--- src/rtl/isqrt_square_check_if.sv ---
// Request/response bundle for the integer squarer / square-root checker.
interface isqrt_square_check_if #(
    parameter int unsigned WIDTH = 16
);
    logic                   start;
    logic                   flush;
    logic [WIDTH-1:0]       root;
    logic [2*WIDTH-1:0]     radicand;
    logic                   busy;
    logic                   done;
    logic [2*WIDTH-1:0]     square;
    logic [WIDTH:0]         remainder;
    logic                   root_ok;

    // Requester side: drives the operands and the control strobes.
    modport master (
        output start, flush, root, radicand,
        input  busy, done, square, remainder, root_ok
    );

    // Checker side: consumes operands, returns results.
    modport slave (
        input  start, flush, root, radicand,
        output busy, done, square, remainder, root_ok
    );
endinterface

--- src/rtl/isqrt_square_check.sv ---
// Multi-cycle radix-2 squarer that also verifies q == floor(sqrt(a)).
module isqrt_square_check #(
    parameter int unsigned WIDTH = 16
) (
    input  logic                 clk,
    input  logic                 rst,
    isqrt_square_check_if.slave  bus
);

    localparam int unsigned DW    = 2 * WIDTH;
    localparam int unsigned XW    = DW + 1;
    localparam int unsigned RW    = WIDTH + 1;
    localparam int unsigned CNT_W = $clog2(WIDTH + 1);
    localparam logic [CNT_W-1:0] LAST_ITER = CNT_W'(WIDTH - 1);

    typedef enum logic [1:0] {
        ST_IDLE = 2'd0,
        ST_CALC = 2'd1,
        ST_FIN  = 2'd2
    } state_t;

    state_t             state_q, state_d;

    logic [WIDTH-1:0]   q_q, q_d;
    logic [DW-1:0]      a_q, a_d;
    logic [DW-1:0]      acc_q, acc_d;
    logic [DW-1:0]      md_q, md_d;
    logic [WIDTH-1:0]   mr_q, mr_d;
    logic [CNT_W-1:0]   count_q, count_d;

    logic               busy_q, busy_d;
    logic               done_q, done_d;
    logic [DW-1:0]      square_q, square_d;
    logic [RW-1:0]      remainder_q, remainder_d;
    logic               root_ok_q, root_ok_d;

    logic               accept_c;
    logic [XW-1:0]      diff_c;
    logic [XW-1:0]      two_q_c;
    logic               fits_c;

    assign accept_c = bus.start && !bus.flush;

    // Signed difference a - q^2 and the 2q bound, both at 2*WIDTH+1 bits.
    assign diff_c  = {1'b0, a_q} - {1'b0, acc_q};
    assign two_q_c = XW'({q_q, 1'b0});
    assign fits_c  = !diff_c[XW-1] && (diff_c <= two_q_c);

    // State register.
    always_ff @(posedge clk) begin
        if (rst) begin
            state_q <= ST_IDLE;
        end else begin
            state_q <= state_d;
        end
    end

    // Next-state logic; flush aborts any in-flight operation.
    always_comb begin
        state_d = state_q;
        case (state_q)
            ST_IDLE: begin
                if (accept_c) begin
                    state_d = ST_CALC;
                end
            end
            ST_CALC: begin
                if (bus.flush) begin
                    state_d = ST_IDLE;
                end else if (count_q == LAST_ITER) begin
                    state_d = ST_FIN;
                end
            end
            ST_FIN: begin
                state_d = ST_IDLE;
            end
            default: begin
                state_d = ST_IDLE;
            end
        endcase
    end

    // Datapath and output next values; results only update on an unflushed FIN.
    always_comb begin
        q_d         = q_q;
        a_d         = a_q;
        acc_d       = acc_q;
        md_d        = md_q;
        mr_d        = mr_q;
        count_d     = count_q;
        square_d    = square_q;
        remainder_d = remainder_q;
        root_ok_d   = root_ok_q;
        done_d      = 1'b0;
        busy_d      = (state_d != ST_IDLE);

        case (state_q)
            ST_IDLE: begin
                if (accept_c) begin
                    q_d     = bus.root;
                    a_d     = bus.radicand;
                    acc_d   = '0;
                    mr_d    = bus.root;
                    md_d    = DW'(bus.root);
                    count_d = '0;
                end
            end
            ST_CALC: begin
                if (!bus.flush) begin
                    if (mr_q[0]) begin
                        acc_d = acc_q + md_q;
                    end
                    md_d    = md_q << 1;
                    mr_d    = mr_q >> 1;
                    count_d = count_q + CNT_W'(1);
                end
            end
            ST_FIN: begin
                if (!bus.flush) begin
                    square_d    = acc_q;
                    remainder_d = diff_c[RW-1:0];
                    root_ok_d   = fits_c;
                    done_d      = 1'b1;
                end
            end
            default: begin
            end
        endcase
    end

    // Datapath and output registers.
    always_ff @(posedge clk) begin
        if (rst) begin
            q_q         <= '0;
            a_q         <= '0;
            acc_q       <= '0;
            md_q        <= '0;
            mr_q        <= '0;
            count_q     <= '0;
            busy_q      <= 1'b0;
            done_q      <= 1'b0;
            square_q    <= '0;
            remainder_q <= '0;
            root_ok_q   <= 1'b0;
        end else begin
            q_q         <= q_d;
            a_q         <= a_d;
            acc_q       <= acc_d;
            md_q        <= md_d;
            mr_q        <= mr_d;
            count_q     <= count_d;
            busy_q      <= busy_d;
            done_q      <= done_d;
            square_q    <= square_d;
            remainder_q <= remainder_d;
            root_ok_q   <= root_ok_d;
        end
    end

    assign bus.busy      = busy_q;
    assign bus.done      = done_q;
    assign bus.square    = square_q;
    assign bus.remainder = remainder_q;
    assign bus.root_ok   = root_ok_q;

endmodule

--- src/flat_wrapper.sv ---
// flat-port wrapper written by rule: the top's interface ports become plain ports
module isqrt_square_check_flat 
#(
    parameter int unsigned WIDTH = 16
)
  (clk, rst, bus_start, bus_flush, bus_root, bus_radicand, bus_busy, bus_done, bus_square, bus_remainder, bus_root_ok);
  isqrt_square_check_if #(.WIDTH(WIDTH)) bus_i ();
  input  logic clk;
  input  logic rst;
  input wire logic [$bits(bus_i.start)-1:0] bus_start;
  input wire logic [$bits(bus_i.flush)-1:0] bus_flush;
  input wire logic [$bits(bus_i.root)-1:0] bus_root;
  input wire logic [$bits(bus_i.radicand)-1:0] bus_radicand;
  output wire logic [$bits(bus_i.busy)-1:0] bus_busy;
  output wire logic [$bits(bus_i.done)-1:0] bus_done;
  output wire logic [$bits(bus_i.square)-1:0] bus_square;
  output wire logic [$bits(bus_i.remainder)-1:0] bus_remainder;
  output wire logic [$bits(bus_i.root_ok)-1:0] bus_root_ok;
  assign bus_i.start = bus_start;
  assign bus_i.flush = bus_flush;
  assign bus_i.root = bus_root;
  assign bus_i.radicand = bus_radicand;
  assign bus_busy = bus_i.busy;
  assign bus_done = bus_i.done;
  assign bus_square = bus_i.square;
  assign bus_remainder = bus_i.remainder;
  assign bus_root_ok = bus_i.root_ok;
  isqrt_square_check #(.WIDTH(WIDTH)) u_core (.clk(clk), .rst(rst), .bus(bus_i));
endmodule
--- config.mk ---
export PLATFORM = sky130hd
export DESIGN_NAME = isqrt_square_check_flat
export DESIGN_NICKNAME = d
export VERILOG_FILES = /design/src/rtl/isqrt_square_check_if.sv /design/src/rtl/isqrt_square_check.sv /design/src/flat_wrapper.sv
export SDC_FILE = /design/constraint.sdc
export NUM_CORES = 1
export LEC_CHECK = 0
export BUFFER_PORTS_ARGS = -buffer_cell sky130_fd_sc_hd__buf_2
export CORE_MARGIN = 1
export CORE_UTILIZATION = 50
export CTS_CLUSTER_SIZE = 40
export DETAILED_ROUTE_END_ITERATION = 6
export GPL_TIMING_DRIVEN = 0
export MAX_ROUTING_LAYER = met4
export PLACE_DENSITY = 0.71
export SLEW_MARGIN = 20
export SYNTH_ARGS = -nofsm -noshare
export SYNTH_HDL_FRONTEND = slang
export SYNTH_SLANG_ARGS = --single-unit
--- constraint.sdc ---
create_clock -name clk -period 9.6 [get_ports clk]
set_input_delay 2.88 -clock clk [delete_from_list [all_inputs] [get_ports clk]]
set_output_delay 2.88 -clock clk [all_outputs]
set_load 0.005 [all_outputs]
; ---- Yosys cells after proc, flatten, opt, wreduce, memory -nomap -nowiden
; Index checks and enable logic that the tools add are counted.
[op_classes]
add_sub_neg = 3
n_lt_le_gt_ge = 1
eq_ne = 6
n_mux = 18
bitwise = 2
reduce_logical = 12
[op_table]
columns = op, n
row1 = $mux W32, 5
row2 = $pmux W32 S2, 2
row3 = $le A33 B17 Y1, 1
row4 = $sub A32 B32 Y33, 1
row5 = $add A32 B32 Y32, 1
row6 = $mux W16, 2
row7 = $pmux W16 S2, 1
row8 = $mux W5, 2
row9 = $pmux W5 S2, 1
row10 = $mux W2, 3
row11 = $add A5 B1 Y5 const B, 1
row12 = $eq A5 B4 Y1 const B, 1
row13 = $ne A2 B1 Y1 const B, 2
row14 = $pmux W2 S2, 1
row15 = $reduce_and A2 Y1, 2
row16 = $reduce_and A4 Y1, 1
row17 = $reduce_bool A2 Y1, 2
row18 = $reduce_and A3 Y1, 1
row19 = $eq A2 B1 Y1 const B, 1
row20 = $eq A2 B2 Y1 const B, 1
row21 = $logic_and A1 B1 Y1, 2
row22 = $logic_not A1 Y1, 2
row23 = $logic_not A2 Y1, 1
row24 = $ne A2 B2 Y1 const B, 1
row25 = 3 further kinds, 4
[word_totals]
reg_bits = 187
in_bits = 52
output_inout_bits = 52
elab_cells = 54

; ---- Longest topological paths before layout
; Gate-level depths: netlist of the first run.
[depth]
word_depth = 5
mapped_depth = 20
ltp_nobuf = 20

; ---- Least setup slack after synthesis of the first run
; No wires, ideal clock.
[synth_timing]
path_type = input-to-reg
startpoint = input bus_flush
endpoint = register u_core.root_ok_q, in the netlist u_core.bus.root_ok
setup_ps = 84
arrival_ps = 4904
t_required_ps = 9516
slack_ps = 4612
stages = 11
n_path_buf = 1
path_cell_list = or3b_1 -> buf_2 -> a311oi_2 -> nand4_1 -> a311oi_1 -> o2111ai_1 -> nor4_1 -> nand4_1 -> nor4_1 -> nand4_1 -> o31ai_2
[synth_via]
elab_chain_len = 2
[synth_lines]
columns = item, line
row1 = start: declaration, flat_wrapper.sv:11  ; input wire logic [$bits(bus_i.flush)-1:0] bus_flush;
row2 = $not A1 Y1 (no source line), --
row3 = $reduce_and A2 Y1 (no source line), --
row4 = end signal: assignment, isqrt_square_check.sv:156  ; root_ok_q <= root_ok_d;
row5 = end: declaration, isqrt_square_check.sv:35  ; logic root_ok_q, root_ok_d;
; No other way between the ends.
; A chain may end at the register's enable or synchronous reset.

; ---- Worst setup path in the final report of the first run
; Same ends and word-level chain as after synthesis.

==> impl_metrics.tcl, run 1 <==
set metrics [dict create \
    grt_pass1_vias 9736 \
    path_max_fanout 6 \
    fin_nets 1647 \
    finalCritPeriodShare_pct 54.7 \
    use_met2_pct 49.9 \
    synth.avg_cell_area_um2 7.67 \
    p_leak_nw 4.99 \
    min_path_type "flop to flop" \
    fin_skew_ns 0.0112 \
    slew_headroom_pct 21.0 \
    clk_pin_slew_worst_paths_ns 0.08 \
    cp_common_cell "nand4_1" \
    ant_nets 0 \
    max_freq_ghz 0.191 \
    mostFrequentLayoutCell "nand2_1" \
    layout-drive-gt1-share_pct 10.2 \
    initial_core_util_pct 50.9 \
    clk_latency_ns 0.45 \
    intPower_mw 1.28 \
    grt_usage_pct 31.5 \
    finalCriticalPeriod_ns 5.25 \
    final_cell_mix "nand2_1, a21oi_1, dfxtp_1" \
    synth_nets 1526 \
    synth-edff-count 0 \
    critPathCaptureType "flop" \
    core_area_mm2 0.0210 \
    area_growth_syn_to_layout_pct 13.4 \
    yosys-top-cells-area "dfxtp_1, ha_1, nand2_1" \
    synth_warnings 0 \
    wl_per_cell_um 18.4 \
    hold_violations 0 \
    vias 10509 \
    cts-resized-gates 0 \
    synthAdderAreaFrac_pct 9.87 \
    fill_cells 2031 \
    path_buf_inv 2 \
    antenna_found_initial 0 \
    syn_inst 1391 \
    synthXorXnorAreaFrac_pct 3.69 \
    slew_violations 0 \
    numPortBuffers 102 \
    switching_power_uw 579 \
    final-setup-viol-count 0 \
    ys_seq_area_share_pct 35.1 \
    ir_drop_mv 0.128 \
    synth.largest_area_cell "dfxtp_1" \
    grt_pass1_wl_um 51600 \
    synth_top_area_share_pct 35.1 \
    ios 104 \
    grt_max_degree 20 \
    die_w_um 148 \
    rsz0062_at_grt "no" \
    diodes 0 \
    critPathArrivalTime_ns 5.61 \
    dieArea_mm2 0.0219 \
    tightest_slew_ns 1.18 \
    cts_tree "done" \
    synth_compound_area_share_pct 23.9 \
    die_h_um 148 \
    root_buffer "clkbuf_16" \
    hold_buffers 0 \
    ys_ff_latch 187 \
    drt-initial-drc-count 713 \
    totalPowerFinal_mw 1.86 \
    status "finished, final reports clean" \
    synthSimpleGateAreaFrac_pct 21.5 \
    worstPathRequired_ns 9.96 \
    synth_top_family_by_area "compound AO/OA/AOI/OAI gates" \
    met3_usage_pct 4.11 \
    crit_type "input pin to flop" \
    num_rows 53 \
    viasPerCell 5.84 \
    cp_top_family "simple AND/OR/NAND/NOR gates" \
    pwr-share-clk_pct 37.8 \
    drc 0 \
    wl_um 33200 \
    cp_cell_sequence "buf_2, or3b_1, buf_2, a311oi_2, nand4_1, a311oi_1, o2111ai_1, nor4_1, nand4_1, nor4_1, nand4_1, o31ai_2" \
    gr-total-overflow 0 \
    synth.distinct_cells 71 \
    seq_power_share_pct 43.6 \
    cpPeakStageDelay_ns 0.44 \
    post_cts_buffers 0 \
    htreeDepth 4 \
    maxCapViolations 0 \
    swShare_pct 31.2 \
    synth-async-reset-ratio_pct 0 \
    synth_ff_type "dfxtp_1" \
    synth_mux_area_share_pct 0.703 \
    cts_buffers 17 \
    ctsLongestPathBuffers 2 \
    synth_area_mm2 0.0107 \
    tns_ns 0 \
    use_met1_pct 40.8 \
    gp_congestion 0.976 \
    grt_busiest_layer "met2" \
    slowest_stage "or3b_1" \
    cts_num_sinks 187 \
    powerDensity_mw_per_mm2 153 \
    combPwrFrac_pct 18.6 \
    dr.pass1.iters 5 \
    dpl.hpwl_um 25500 \
    critPathLaunchType "input pin" \
]
==> cell families (layout without fill, tap and decap cells) <==
| kind of cell | after synthesis | count (layout) |
|---|---|---|
| AND/OR/NAND/NOR | 521 | 521 |
| AO/OA/AOI/OAI | 402 | 402 |
| buffers and inverters | 146 | 280 |
| XOR/XNOR | 45 | 45 |
| adder cells (fa/ha/maj) | 83 | 83 |
| multiplexers | 7 | 7 |
| flip-flops | 187 | 187 |
==> power groups by stage <==
stage	clock [mW]	sequential (mW)	combinational, mW
6_report	0.702	0.810	0.345
3_3_place_gp	0	0.828	0.334
2_1_floorplan	0	0.823	0.246
5_1_grt	0.745	0.813	0.381
3_5_place_dp	0	0.828	0.335
4_1_cts	0.712	0.810	0.338
==> synth_stat cells (3+ instances only) <==
master / n
a21boi_0: 3
and4_1: 4
xor2_1: 21
mux2_2: 4
ha_1: 81
nor4_1: 3
nand3_1: 48
nand4_1: 15
or3_1: 5
o2111ai_1: 3
o21ai_1: 7
a211oi_1: 43
a21oi_1: 189
nor3b_1: 5
o21bai_1: 5
a221o_1: 4
and2_1: 6
nor3_1: 48
and3_1: 8
buf_1: 4
a211o_1: 4
o31ai_1: 8
dfxtp_1: 187
xnor2_1: 24
nand2b_1: 5
nor2b_1: 17
a31oi_1: 9
or2_2: 5
o21ai_0: 28
o21a_1: 16
clkbuf_1: 73
a22oi_1: 4
mux2i_1: 3
nand2_1: 261
inv_1: 66
nor2_1: 87
a21o_1: 35
o211ai_1: 8
==> per-layer routing <==
metal | share of wire [%] | vias to the layer above
li1 | - | 5151
met1 | 45 | 4925
met2 | 46 | 357
met3 | 5.9 | 76
met4 | 3.3 | 0
met5 | 0 | -
==> final cells by class <==
| cell class | count | area, um^2 | area share, % |
|---|---|---|---|
| Clock inverter | 15 | 151 | 1.25 |
| Tap cell | 275 | 344 | 2.84 |
| Inverter | 66 | 248 | 2.05 |
| Clock buffer | 17 | 425 | 3.51 |
| Buffer | 80 | 310 | 2.56 |
| Timing Repair Buffer | 102 | 510 | 4.22 |
| Sequential cell | 187 | 3740 | 30.9 |
| Multi-Input combinational cell | 1058 | 6370 | 52.6 |
==> registers in the layout, indices dropped and copies added, names as in the netlist <==
name / cells
u_core.bus.remainder: 17
u_core.state_q: 2
u_core.bus.busy: 1
u_core.bus.root_ok: 1
u_core.a_q: 32
u_core.md_q: 32
u_core.mr_q: 16
u_core.acc_q: 32
u_core.bus.square: 32
u_core.bus.done: 1
u_core.count_q: 5
u_core.q_q: 16
==> through the flow <==
| step | utilization (%) | setup WS (ns) | hold slack (ns) | std cells | instance area [um^2] |
|---|---|---|---|---|---|
| after floorplan | - | 4.61 | 0.436 | 1391 | 10700 |
| after global placement | 55.0 | 3.97 | 0.440 | 1768 | 11500 |
| after detailed placement | 55.0 | 3.95 | 0.446 | 1768 | 11500 |
| after CTS | 57.8 | 4.41 | 0.457 | 1800 | 12100 |
| after global routing | 57.8 | 4.17 | 0.479 | 1800 | 12100 |
| final | 57.8 | 4.35 | 0.457 | 1800 | 12100 |
==> final timing paths <==
path                                             from               endpoint  slack, ns  cells past startpoint
worst min-delay path            u_core.bus.square[28]  u_core.bus.square[28]       0.46                      2
worst max-delay path                        bus_flush     u_core.bus.root_ok       4.35                     12
worst min register to register  u_core.bus.square[28]  u_core.bus.square[28]       0.46                      2
worst max register to register        u_core.acc_q[1]     u_core.bus.root_ok       4.54                     18
==> worst min-delay path, delay by kind of cell (launching register included) <==
family / cells / cell delay (ns)
flops: 1 / 0.31
compound gates: 1 / 0.05
simple gates: 1 / 0.05
Power figures use the tool's default switching activity.
==> run 2: changes to the inputs <==
--- a/config.mk
+++ b/config.mk
@@ -12,7 +12,7 @@
 export DETAILED_ROUTE_END_ITERATION = 6
 export GPL_TIMING_DRIVEN = 0
 export MAX_ROUTING_LAYER = met4
-export PLACE_DENSITY = 0.71
+export PLACE_DENSITY = 0.74
 export SLEW_MARGIN = 20
 export SYNTH_ARGS = -nofsm -noshare
 export SYNTH_HDL_FRONTEND = slang
==> constraint.sdc (replaced) <==
create_clock -name clk -period 4.7 [get_ports clk]
set_input_delay 1.41 -clock clk [delete_from_list [all_inputs] [get_ports clk]]
set_output_delay 1.41 -clock clk [all_outputs]
set_load 0.005 [all_outputs]
==> impl_metrics.tcl, run 2 (synthesis results as in run 1) <==
set metrics [dict create \
    htreeDepth 4 \
    viasPerCell 5.83 \
    fin_nets 1659 \
    slew_violations 0 \
    tightest_slew_ns 1.11 \
    rsz0062_at_grt "yes" \
    totalPowerFinal_mw 3.98 \
    worstPathRequired_ns 5.06 \
    gr-total-overflow 0 \
    finalCritPeriodShare_pct 97.5 \
    cts_num_sinks 187 \
    ir_drop_mv 0.290 \
    drc 0 \
    initial_core_util_pct 50.9 \
    powerDensity_mw_per_mm2 321 \
    die_h_um 148 \
    final-setup-viol-count 0 \
    core_area_mm2 0.0210 \
    drt-initial-drc-count 856 \
    ios 104 \
    slew_headroom_pct 25.2 \
    grt_max_degree 20 \
    ctsLongestPathBuffers 2 \
    dieArea_mm2 0.0219 \
    status "finished, final reports clean" \
    placedCellCount 1768 \
    die_w_um 148 \
    finalCriticalPeriod_ns 4.58 \
    critPathArrivalTime_ns 4.94 \
    dpl.hpwl_um 25300 \
    maxCapViolations 0 \
    grt_pass1_wl_um 50800 \
    grt_usage_pct 31.0 \
    layout-drive-gt1-share_pct 12.7 \
    cts_tree "done" \
    clk_latency_ns 0.45 \
    wl_per_cell_um 18.3 \
    root_buffer "clkbuf_16" \
    diodes 0 \
    min_path_type "flop to flop" \
    area_growth_syn_to_layout_pct 16.0 \
    critPathCaptureType "flop" \
    path_max_fanout 5 \
    hold_slack_ns 0.455 \
    crit_type "flop to flop" \
    grt_pass1_vias 9824 \
    cts_buffers 17 \
    place_ws_ns -0.361 \
    fin_skew_ns 0.0123 \
    rrSetupSlack_ns 0.12 \
    hold_buffers 0 \
    numPortBuffers 102 \
    antenna_found_initial 0 \
    clk_pin_slew_worst_paths_ns 0.08 \
    dr.pass1.iters 5 \
    critPathLaunchType "flop" \
    p_leak_nw 5.11 \
    tns_ns 0 \
    vias 10566 \
    final_cell_mix "nand2_1, a21oi_1, dfxtp_1" \
    gp_congestion 0.984 \
    ant_nets 0 \
    hold_violations 0 \
    mostFrequentLayoutCell "nand2_1" \
    fin_cells 1812 \
    setup_ws_ns 0.118 \
    num_rows 53 \
    max_freq_ghz 0.218 \
    wl_um 33200 \
]
==> run 2: cell count changes in the layout (fill, tap and decap cells not counted), sizes merged <==
cell and change:
clkinvlp +1, clkinv -3, buf +12, bufinv +2
==> run 2: routing by layer <==
layer	wire, um	GRT usage [%]	up-vias
met5	0	-	-
met3	2440	5.03	83
met1	14500	39.8	4910
li1	-	-	5162
met2	15100	48.4	411
met4	1170	13.0	0
==> run 2: cell type report <==
class                           count  area, um^2
Clock buffer                       17         425
Timing Repair Buffer              114         601
Multi-Input combinational cell   1058        6500
Sequential cell                   187        3760
Buffer                             80         310
Inverter                           66         248
Clock inverter                     15         196
Tap cell                          275         344
Fill cell                        1986        8570
==> run 2: metrics by stage <==
| step | util (%) | instance area, um^2 |
|---|---|---|
| after floorplan | - | 10700 |
| after global placement | 55.0 | 11500 |
| after detailed placement | 55.0 | 11500 |
| after CTS | 58.2 | 12200 |
| after global routing | 59.1 | 12400 |
| final | 59.1 | 12400 |
==> run 2: path summary, 6_finish.rpt <==
path                         startpoint               endpoint  cells past startpoint
setup / recovery        u_core.acc_q[1]     u_core.bus.root_ok                     19
hold / removal    u_core.bus.square[29]  u_core.bus.square[29]                      2
setup reg to reg        u_core.acc_q[1]     u_core.bus.root_ok                     19
hold reg to reg   u_core.bus.square[29]  u_core.bus.square[29]                      2
==> run 2: what timing repair did <==
item / CTS / global route
endpoints found under the setup margin: 1 / 1
resized for setup: 7 / 30
buffers inserted: 2 / 10
pin swaps: 1 / 25
hold endpoints to repair: 0 / 0
==> run 2: worst max-delay path, stage by stage (launching register included) <==
cell and delay (ns):
dfxtp_4 0.39, inv_2 0.05, ha_1 0.29, nor2b_4 0.14
o31ai_4 0.29, a21oi_2 0.11, o31a_1 0.32, o21a_1 0.19
nor2_2 0.15, xnor2_2 0.15, ha_1 0.27, a21o_1 0.16
a221o_1 0.39, a221oi_2 0.35, a21oi_2 0.14, nor4_2 0.15
nand4_1 0.20, nor4_2 0.35, nand4_1 0.19, o31ai_2 0.23
==> run 2: where the power goes <==
| part | total, mW | switching [mW] | internal (mW) |
|---|---|---|---|
| clock | 1.55 | 0.729 | 0.817 |
| combinational | 0.776 | 0.459 | 0.316 |
| sequential | 1.65 | 0.0308 | 1.62 |
| total | 3.98 | 1.22 | 2.76 |
==> run 3: changes to the inputs <==
--- a/config.mk
+++ b/config.mk
@@ -11,7 +11,6 @@
 export CTS_CLUSTER_SIZE = 40
 export DETAILED_ROUTE_END_ITERATION = 6
 export GPL_TIMING_DRIVEN = 0
-export MAX_ROUTING_LAYER = met4
 export PLACE_DENSITY = 0.74
 export SLEW_MARGIN = 20
 export SYNTH_ARGS = -nofsm -noshare
==> impl_metrics.tcl, run 3 (synthesis results as in run 1) <==
set metrics [dict create \
    root_buffer "clkbuf_16" \
    ant_nets 0 \
    htreeDepth 4 \
    dpl_cell_area_mm2 0.0115 \
    grt_pass1_vias 9797 \
    final-setup-viol-count 0 \
    cts_num_sinks 187 \
    rrSetupSlack_ns 0.09 \
    area_growth_syn_to_layout_pct 15.7 \
    critPathLaunchType "flop" \
    cts_buffers 17 \
    pwr-share-clk_pct 38.8 \
    reg2reg_from "u_core.acc_q[1]" \
    diodes 0 \
    hold_slack_ns 0.456 \
    slew_headroom_pct 23.8 \
    mostFrequentLayoutCell "nand2_1" \
    core_area_mm2 0.0210 \
    tns_ns 0 \
    path_max_fanout 5 \
    critPathArrivalTime_ns 4.98 \
    path_buf_inv 2 \
    totalPowerFinal_mw 3.95 \
    seq_power_share_pct 41.9 \
    initial_core_util_pct 50.9 \
    slew_violations 0 \
    hold_violations 0 \
    cpPeakStageDelay_ns 0.38 \
    critPathCaptureType "flop" \
    layout-drive-gt1-share_pct 12.2 \
    design_area_mm2 0.0123 \
    tightest_slew_ns 1.13 \
    drc 0 \
    cp_common_cell "nand4_1" \
    worstHoldEndpoint "u_core.a_q[0]" \
    slowest_stage "dfxtp_4" \
    clk_latency_ns 0.45 \
    gp_congestion 0.945 \
    grt_max_degree 19 \
    powerDensity_mw_per_mm2 320 \
    ctsLongestPathBuffers 2 \
    max_freq_ghz 0.217 \
    min_path_cells 2 \
    maxCapViolations 0 \
    grt_usage_pct 30.0 \
    clk_pin_slew_worst_paths_ns 0.08 \
    intPower_mw 2.76 \
    ios 104 \
    drt-initial-drc-count 781 \
    swShare_pct 30.1 \
    min_from "u_core.a_q[0]" \
    finalCritPeriodShare_pct 98.1 \
    worstPathRequired_ns 5.06 \
    wl_um 33100 \
    r2r_cells 19 \
    fin_nets 1657 \
    finalCriticalPeriod_ns 4.61 \
    status "finished, final reports clean" \
    min_path_type "flop to flop" \
    cp_cell_sequence "inv_2, ha_1, nor2b_4, o31ai_4, a21oi_2, o31a_1, buf_4, o41ai_4, xnor2_1, ha_1, and4_1, nand4_1, nor3_2, a21oi_2, nor4_1, nand4_1, nor4_2, nand4_1, o31ai_2" \
    grt_pass1_wl_um 50700 \
    die_h_um 148 \
    cp_top_family "simple AND/OR/NAND/NOR gates" \
    die_w_um 148 \
    gr-total-overflow 0 \
    viasPerCell 5.91 \
    numPortBuffers 102 \
    dpl.hpwl_um 25200 \
    wl_per_cell_um 18.3 \
    vias 10694 \
    reg2reg_to "u_core.bus.root_ok" \
    cts_tree "done" \
    switching_power_mw 1.19 \
    final_cell_mix "nand2_1, a21oi_1, dfxtp_1" \
    num_rows 53 \
    path_depth 19 \
    p_leak_nw 5.10 \
    ir_drop_mv 0.225 \
    crit_type "flop to flop" \
    dieArea_mm2 0.0219 \
    fin_skew_ns 0.0153 \
    antenna_found_initial 0 \
    combPwrFrac_pct 19.3 \
    dr.pass1.iters 5 \
]
run 3: changes by cell type in the layout (fill, tap and decap cells not counted), sizes merged:
cell      delta
inv          -1
buf          -2
clkinvlp     -1
clkbuf       +2
run 3: stage by stage:
stage	setup WS [ns]	cells	util [%]
after floorplan	0.705	1391	-
after global placement	-0.237	1768	55.0
after detailed placement	-0.351	1768	55.0
after CTS	0.00517	1801	58.1
after global routing	-0.0492	1810	58.9
final	0.0882	1810	58.9
run 3: worst max-delay path by stage:
stage | from | to | slack [ns]
3_3_place_gp | u_core.acc_q[0] | u_core.bus.root_ok | -0.24
2_1_floorplan | u_core.acc_q[0] | u_core.bus.root_ok | 0.70
6_report | u_core.acc_q[1] | u_core.bus.root_ok | 0.09
5_1_grt | u_core.acc_q[1] | u_core.bus.root_ok | -0.05
3_5_place_dp | u_core.acc_q[0] | u_core.bus.root_ok | -0.35
4_1_cts | u_core.acc_q[0] | u_core.bus.root_ok | 0.005
run 3: cell type report:
cell class,count,area [um^2]
tap,275,344
inverter,66,248
fill,1980,8610
buffer,80,310
clock buffer,19,443
multi-input combinational,1058,6480
sequential,187,3750
timing repair buffer,112,586
clock inverter,13,173
run 3: routing by layer:
layer  global-route usage, %  part of all wire, %
met1                    39.3                   43
met2                    48.1                   46
met3                    4.85                  7.2
met4                    14.2                  4.1
met5                       0                    0
run 3: repair_timing:
action                                  CTS  global route
pin swaps                                 1            27
buffers inserted                          1             9
hold endpoints to repair                  0             0
endpoints found under the setup margin    1             1
resized for setup                         5            27
hold buffers                              0             0
run 3: power by group through the flow:
stage / sequential [mW] / clock, mW / combinational (mW)
after floorplan: 1.68 / 0 / 0.503
after global placement: 1.69 / 0 / 0.672
after detailed placement: 1.69 / 0 / 0.681
after CTS: 1.65 / 1.54 / 0.702
after global routing: 1.66 / 1.61 / 0.830
final: 1.65 / 1.53 / 0.763
run 3: worst register-to-register path, cell delays in order (launching register included):
cell and delay, ns:
dfxtp_4 0.38, inv_2 0.05, ha_1 0.29, nor2b_4 0.14, o31ai_4 0.29, a21oi_2 0.11
o31a_1 0.32, buf_4 0.15, o41ai_4 0.33, xnor2_1 0.16, ha_1 0.31, and4_1 0.28
nand4_1 0.18, nor3_2 0.22, a21oi_2 0.08, nor4_1 0.27, nand4_1 0.17, nor4_2 0.38
nand4_1 0.19, o31ai_2 0.23
